--- config.mk ---
export PLATFORM = sky130hd
export DESIGN_NAME = ternary_dmem_arbiter
export DESIGN_NICKNAME = d
export VERILOG_FILES = /design/src/rtl/ternary_pkg.sv /design/src/rtl/ternary_addr_check.sv /design/src/rtl/ternary_dmem_arbiter.sv
export SDC_FILE = /design/constraint.sdc
export NUM_CORES = 1
export LEC_CHECK = 0
export CAP_MARGIN = 40
export CORE_MARGIN = 1.5
export CORE_UTILIZATION = 58
export CTS_BUF_LIST = sky130_fd_sc_hd__clkbuf_4 sky130_fd_sc_hd__clkbuf_8
export CTS_CLUSTER_DIAMETER = 40
export DETAILED_ROUTE_END_ITERATION = 10
export PLACE_DENSITY = 0.91
export SLEW_MARGIN = 20
export SYNTH_ARGS = -nofsm -noshare
export SYNTH_HDL_FRONTEND = slang
export SYNTH_HIERARCHICAL = 1
export SYNTH_SLANG_ARGS = --single-unit
--- constraint.sdc ---
create_clock -name clk -period 39.5 [get_ports clk]
set_input_delay 7.9 -clock clk [delete_from_list [all_inputs] [get_ports clk]]
set_output_delay 7.9 -clock clk [all_outputs]
set_load 0.02 [all_outputs]
--- src/rtl/ternary_pkg.sv ---
// ternary_pkg: shared ternary types, word constants, arbiter state enum and address conversion
// Trit encoding: 2'b00 = 0, 2'b01 = +1, 2'b10 = -1 (2'b11 is unused and reads as 0).
// Contents: trit_t, TRIT_WIDTH, ADDR_WIDTH, TRIT9_ZERO, TRIT27_ZERO, arb_state_t, trit9_to_int().
package ternary_pkg;
    typedef logic [1:0] trit_t;
    localparam int TRIT_WIDTH = 27;
    localparam int ADDR_WIDTH = 9;
    localparam trit_t TRIT_P = 2'b01;
    localparam trit_t TRIT_N = 2'b10;
    localparam trit_t [8:0] TRIT9_ZERO = '0;
    localparam trit_t [26:0] TRIT27_ZERO = '0;
    typedef enum logic [1:0] {IDLE, OWN0, OWN1} arb_state_t;
    // Balanced-ternary word address to signed integer, trit 0 least significant; no clamping.
    function automatic int trit9_to_int(input trit_t [8:0] t);
        int v;
        v = 0;
        for (int i = 8; i >= 0; i--) v = v * 3 + (t[i] == TRIT_P ? 1 : t[i] == TRIT_N ? -1 : 0);
        return v;
    endfunction
endpackage

--- src/rtl/ternary_addr_check.sv ---
// ternary_addr_check: combinational bounds check of a balanced-ternary word address
// Ports: addr (9-trit address in), in_range (1 when 0 <= addr < DMEM_DEPTH).
module ternary_addr_check import ternary_pkg::*; #(
    parameter int DMEM_DEPTH = 729
) (
    input  trit_t [ADDR_WIDTH-1:0] addr,
    output logic                   in_range
);
    int v;
    always_comb begin
        v = trit9_to_int(addr);
        in_range = v >= 0 && v < DMEM_DEPTH;
    end
endmodule

--- src/rtl/ternary_dmem_arbiter.sv ---
// ternary_dmem_arbiter: two-requester arbiter with lock and bounds check for the ternary data memory port
// Ports: clk, rst (sync, active-high); p0_*/p1_* request side (req, we, lock, addr, wdata in;
// gnt, rvalid, rdata, err out); dmem_* memory side (addr, wdata, we, re out; rdata in);
// lock_timeout (pulse in the last cycle of a forcibly released lock).
// Build option: DMEM_ARB_RR_EN selects round-robin conflict resolution; otherwise requester 0 has fixed priority.
module ternary_dmem_arbiter import ternary_pkg::*; #(
    parameter int DMEM_DEPTH = 729,
    parameter int LOCK_MAX   = 16
) (
    input  logic                   clk,
    input  logic                   rst,
    input  logic                   p0_req,
    input  logic                   p0_we,
    input  logic                   p0_lock,
    input  trit_t [ADDR_WIDTH-1:0] p0_addr,
    input  trit_t [TRIT_WIDTH-1:0] p0_wdata,
    output logic                   p0_gnt,
    output logic                   p0_rvalid,
    output trit_t [TRIT_WIDTH-1:0] p0_rdata,
    output logic                   p0_err,
    input  logic                   p1_req,
    input  logic                   p1_we,
    input  logic                   p1_lock,
    input  trit_t [ADDR_WIDTH-1:0] p1_addr,
    input  trit_t [TRIT_WIDTH-1:0] p1_wdata,
    output logic                   p1_gnt,
    output logic                   p1_rvalid,
    output trit_t [TRIT_WIDTH-1:0] p1_rdata,
    output logic                   p1_err,
    output trit_t [ADDR_WIDTH-1:0] dmem_addr,
    output trit_t [TRIT_WIDTH-1:0] dmem_wdata,
    output logic                   dmem_we,
    output logic                   dmem_re,
    input  trit_t [TRIT_WIDTH-1:0] dmem_rdata,
    output logic                   lock_timeout
);
    localparam int CW = $clog2(LOCK_MAX + 1);
    arb_state_t state;
    logic [CW-1:0] lock_cnt;
    logic prio0, acc, sel, m_we, m_lock, in_range, timeout;
    trit_t [ADDR_WIDTH-1:0] m_addr;
    trit_t [TRIT_WIDTH-1:0] m_wdata;
`ifdef DMEM_ARB_RR_EN
    // rr_ptr names the requester that wins the next IDLE conflict
    logic rr_ptr;
    assign prio0 = !rr_ptr;
`else
    assign prio0 = 1'b1;
`endif
    // Grants are held low during reset so a request present across reset is never accepted early
    always_comb begin
        p0_gnt = !rst && p0_req && (state == OWN0 || (state == IDLE && (!p1_req || prio0)));
        p1_gnt = !rst && p1_req && (state == OWN1 || (state == IDLE && !(p0_req && prio0)));
        acc = p0_gnt || p1_gnt;
        sel = p1_gnt;
        m_addr = sel ? p1_addr : p0_addr;
        m_wdata = sel ? p1_wdata : p0_wdata;
        m_we = sel ? p1_we : p0_we;
        m_lock = sel ? p1_lock : p0_lock;
        timeout = state != IDLE && lock_cnt == CW'(LOCK_MAX - 1);
        lock_timeout = !rst && timeout;
        dmem_we = acc && in_range && m_we;
        dmem_re = acc && in_range && !m_we;
        dmem_addr = acc ? m_addr : TRIT9_ZERO;
        dmem_wdata = acc ? m_wdata : TRIT27_ZERO;
    end
    ternary_addr_check #(.DMEM_DEPTH(DMEM_DEPTH)) u_addr_check (.addr(m_addr), .in_range(in_range));
    // Out-of-range accesses (reads and writes) answer with err and zero data; in-range writes stay silent
    always_ff @(posedge clk) begin
        if (rst) begin
            state <= IDLE;
            lock_cnt <= '0;
            p0_rvalid <= 1'b0;
            p1_rvalid <= 1'b0;
            p0_err <= 1'b0;
            p1_err <= 1'b0;
            p0_rdata <= TRIT27_ZERO;
            p1_rdata <= TRIT27_ZERO;
`ifdef DMEM_ARB_RR_EN
            rr_ptr <= 1'b0;
`endif
        end else begin
            p0_rvalid <= p0_gnt && (!in_range || !m_we);
            p1_rvalid <= p1_gnt && (!in_range || !m_we);
            p0_err <= p0_gnt && !in_range;
            p1_err <= p1_gnt && !in_range;
            p0_rdata <= p0_gnt && !in_range ? TRIT27_ZERO : p0_gnt && !m_we ? dmem_rdata : p0_rdata;
            p1_rdata <= p1_gnt && !in_range ? TRIT27_ZERO : p1_gnt && !m_we ? dmem_rdata : p1_rdata;
`ifdef DMEM_ARB_RR_EN
            if (acc) rr_ptr <= !sel;
`endif
            if (state == IDLE) begin
                if (acc && m_lock) state <= sel ? OWN1 : OWN0;
                lock_cnt <= '0;
            end else if (timeout || (acc && !m_lock)) begin
                state <= IDLE;
            end else begin
                lock_cnt <= lock_cnt + 1'b1;
            end
        end
    end
endmodule
==> summary.md <==
| Metric | Value |
|---|---|
| Post-Syn Nets | around 4200 |
| Skew-Pair Late Insertion Delay | ~0.44 ns |
| Worst setup slack after layout | 1.52 ns |
| Crit-path max FO | 21 |
| HPWL after DPL | 64.3 mm |
| Routability cong. | approximately 0.98 |
| # clock sinks | roughly 120 |
| CTS buffer count | 17 |
| CP startpoint kind | input port |
| Number of I/O pins | 395 |
| Most common cell after layout, fill and taps aside | inv_1 |
| DR DRC count | 0 |
| Layout area overhead | 19.4% |
| Die height | roughly 210 um |
| Initial antenna violation count | 9 |
| Critical Path Stages | 99 |
| CP arrival | roughly 30 ns |
| Worst min-delay path class | flop to flop |
| Yosys warns | 6 |
| Mapped Cells | ~3300 |
| Mean Syn Cell Area | 7.74 um^2 |
| Worst Path Class, Setup | input port to output pin |
| H-Tree Depth | 4 |
| EDFF count, synth | 0 |
| Fin. max-slew vios | 0 |
| Max-slew headroom | 0.448 |
| Final Hold Viols | 0 |
| Period Utilization, post-route | 0.962 |
| Root buf cell | clkbuf_8 |
| Top cells by area, synth | ha_1 22%, fa_1 16%, inv_1 12% |
| Post_cts resized | 0 |
| CP Capture Point | dmem_re |
| DIE AREA | around 0.046 mm^2 |
| Yosys cell types | 87 |
| Largest stage delay on the critical path | ~0.67 ns |
| Clock-pin slew on the worst setup and hold paths | around 0.08 ns |
| Critical Path Source | rst |
| Largest net degree at the start of global routing | 76 |
| Adder-Cell Fraction of Synth Area | 0.387 |
| Total wire length | 74.1 mm |
| FFs w/ async S/R, synth | 0 |
| # nets final | 4577 |
| Row count | slightly below 80 |
| Final global-route overflow total | 0 |
| PortBufs | 394 |
| Leading area contributor after synthesis | ha_1 |
| FF-to-FF End | p1_rdata[9]$_SDFFE_PP0P_ |
| Final setup violation count | 0 |
| Starting Density | 0.585 |
| DR iter-0 viols | ~1700 |
| Skew final | about 0.020 ns |
| CTS tree | built |
| Vias per cell | 5.52 |
| Setup crit end kind | output pin |
| RR Startpoint | state[1]$_SDFFE_PP0P_ |
| CP dominant cell by count | ha_1 |
| Buf+Inv Stages, Crit Path | 19 |
| Clock Path Buffers | 2 |
| Max-cap violation count | 0 |
| Total global-route track usage | 0.317 |
| CP max stage cell | clkdlybuf4s50_1 |
| Via count | 23800 |
| Largest family of logic cells by synthesized area | adder cells |
| Post CTS Setup Buffer Count | 0 |
| Vias in the first global route | between 20000 and 25000 |
| Outcome | completed |
| Cts-stage hold buffer count | 0 |
| Most frequent cells in the layout | 838 x inv_1, 462 x ha_1, 394 x clkdlybuf4s50_1, 342 x nand2_1, 277 x a21oi_1 |
| Top FF cell, synth | dfxtp_1 |
| Worst R2R Path Depth | 100 |
| Post-Syn Area | between 0.02 and 0.03 mm^2 |
| R2r setup slk | 17.48 ns |
| Simple-gate share of the synthesized area | 0.115 |
| Worst Path Required | roughly 32 ns |
| Mux cell area share after synthesis | 0.000775 |
| Min Tclk post-route | 37.98 ns |
| Post-synthesis compound-gate area fraction | 0.185 |
| DR pass1 iterations | 6 |
| Max Fclk | 26.3 MHz |
| Top-area cell type share of the netlist area | 0.224 |
| Die width | 214 um |
| Worst Tran Pin Value | ~0.83 ns |
| Wire per inst | about 17 um |
| CP top delay family | adder cells |
| Xor/xnor share of the synthesized area | 0.0848 |
| Core footprint | approximately 0.044 mm^2 |
| RSZ-0062 raised after global routing | no |
| Hold slack | about 0.46 ns |
| Pre-CTS setup slack | 1.87 ns |
| Yosys reg bits | about 120 |
| Setup total negative slack | 0 ns |
| Layout cells sized above 1 | 0.0269 |
| Seq/Total Area, Yosys | 0.0922 |
| Remaining antenna violation count after routing | 0 |
| First-pass GRT wire length | roughly 120 mm |
area by class of cell:
cell class,count,area (um^2)
antenna,2,5.00
clock buffer,18,241
clock inverter,14,189
fill,3361,13300
inverter,840,3150
multi-input combinational,2304,20000
sequential,119,2380
tap,592,741
timing repair buffer,416,4140
sequential cells by signal, summed over array words and instances (netlist names):
signal / flops
p0_rdata: 54
p1_rdata: 54
lock_cnt: 5
state: 2
p0_err: 1
p0_rvalid: 1
p1_err: 1
p1_rvalid: 1
worst reg2reg max path, delay by kind of cell (launching register included):
kind                     cells  cell delay (ns)
AO/OA/AOI/OAI               24             5.62
XOR/XNOR                    16             2.82
flip-flops                   1             0.43
adder cells (fa/ha/maj)     26             8.68
AND/OR/NAND/NOR             16             2.58
buffers and inverters       18             1.73
per-layer routing:
layer | share of wire | track usage
met2 | 0.47 | 0.543
met5 | 0.0013 | 0
met1 | 0.41 | 0.395
met4 | 0.040 | 0.114
met3 | 0.081 | 0.0623
cell families (layout without fill, tap and decap cells):
| group | Yosys count | in the layout |
|---|---|---|
| and+or+nand+nor | 657 | 657 |
| muxes | 2 | 2 |
| AOI/OAI and AO/OA | 730 | 730 |
| xor gates and xnor gates | 242 | 242 |
| buffers and inverters | 913 | 1288 |
| other | 0 | 2 |
| adders and majority gates | 673 | 673 |
| DFF | 119 | 119 |
cell usage after synthesis (6+ instances only):
| cell | n |
|---|---|
| or3_1 | 7 |
| ha_1 | 462 |
| nor3_1 | 20 |
| dfxtp_1 | 119 |
| and2_1 | 11 |
| buf_2 | 29 |
| xor2_1 | 73 |
| a21oi_2 | 6 |
| fa_1 | 211 |
| o21a_1 | 40 |
| o211ai_1 | 7 |
| and3_1 | 10 |
| a21o_1 | 80 |
| nand4_1 | 17 |
| o31a_1 | 8 |
| nand3_1 | 32 |
| nor2b_1 | 25 |
| a22o_1 | 72 |
| o21ai_0 | 98 |
| or2_2 | 9 |
| a211o_1 | 6 |
| nand2b_1 | 36 |
| a211oi_1 | 12 |
| clkbuf_1 | 38 |
| or4_1 | 7 |
| o21bai_1 | 29 |
| nor2_1 | 115 |
| o2111ai_1 | 6 |
| o31ai_1 | 9 |
| inv_1 | 839 |
| xnor2_1 | 163 |
| a21oi_1 | 277 |
| nand2_1 | 342 |
| nor4_1 | 7 |
| a31oi_1 | 11 |
worst min-delay path by stage:
stage / endpoint / from / cells after the start
after global routing: p0_rdata[7]$_SDFFE_PP0P_ / p0_rdata[7]$_SDFFE_PP0P_ / 2
after CTS: p0_rdata[7]$_SDFFE_PP0P_ / p0_rdata[7]$_SDFFE_PP0P_ / 2
final: p1_rdata[28]$_SDFFE_PP0P_ / p1_rdata[28]$_SDFFE_PP0P_ / 2
after floorplan: lock_cnt[3]$_SDFFE_PP0N_ / lock_cnt[3]$_SDFFE_PP0N_ / 2
after global placement: p1_rdata[49]$_SDFFE_PP0P_ / p1_rdata[49]$_SDFFE_PP0P_ / 2
after detailed placement: p1_rdata[21]$_SDFFE_PP0P_ / p1_rdata[21]$_SDFFE_PP0P_ / 2
metrics by stage:
stage               instance area (um^2)  instances   util
floorplan                          25800       3336      -
global placement                   30400       4269  0.688
detailed placement                 30400       4271  0.689
CTS                                30800       4303  0.699
global route                       30800       4303  0.699
finish                             30800       4305  0.699
Power is not shown: default switching activity piles up to over one toggle a cycle in this logic, so the estimate is an artifact.
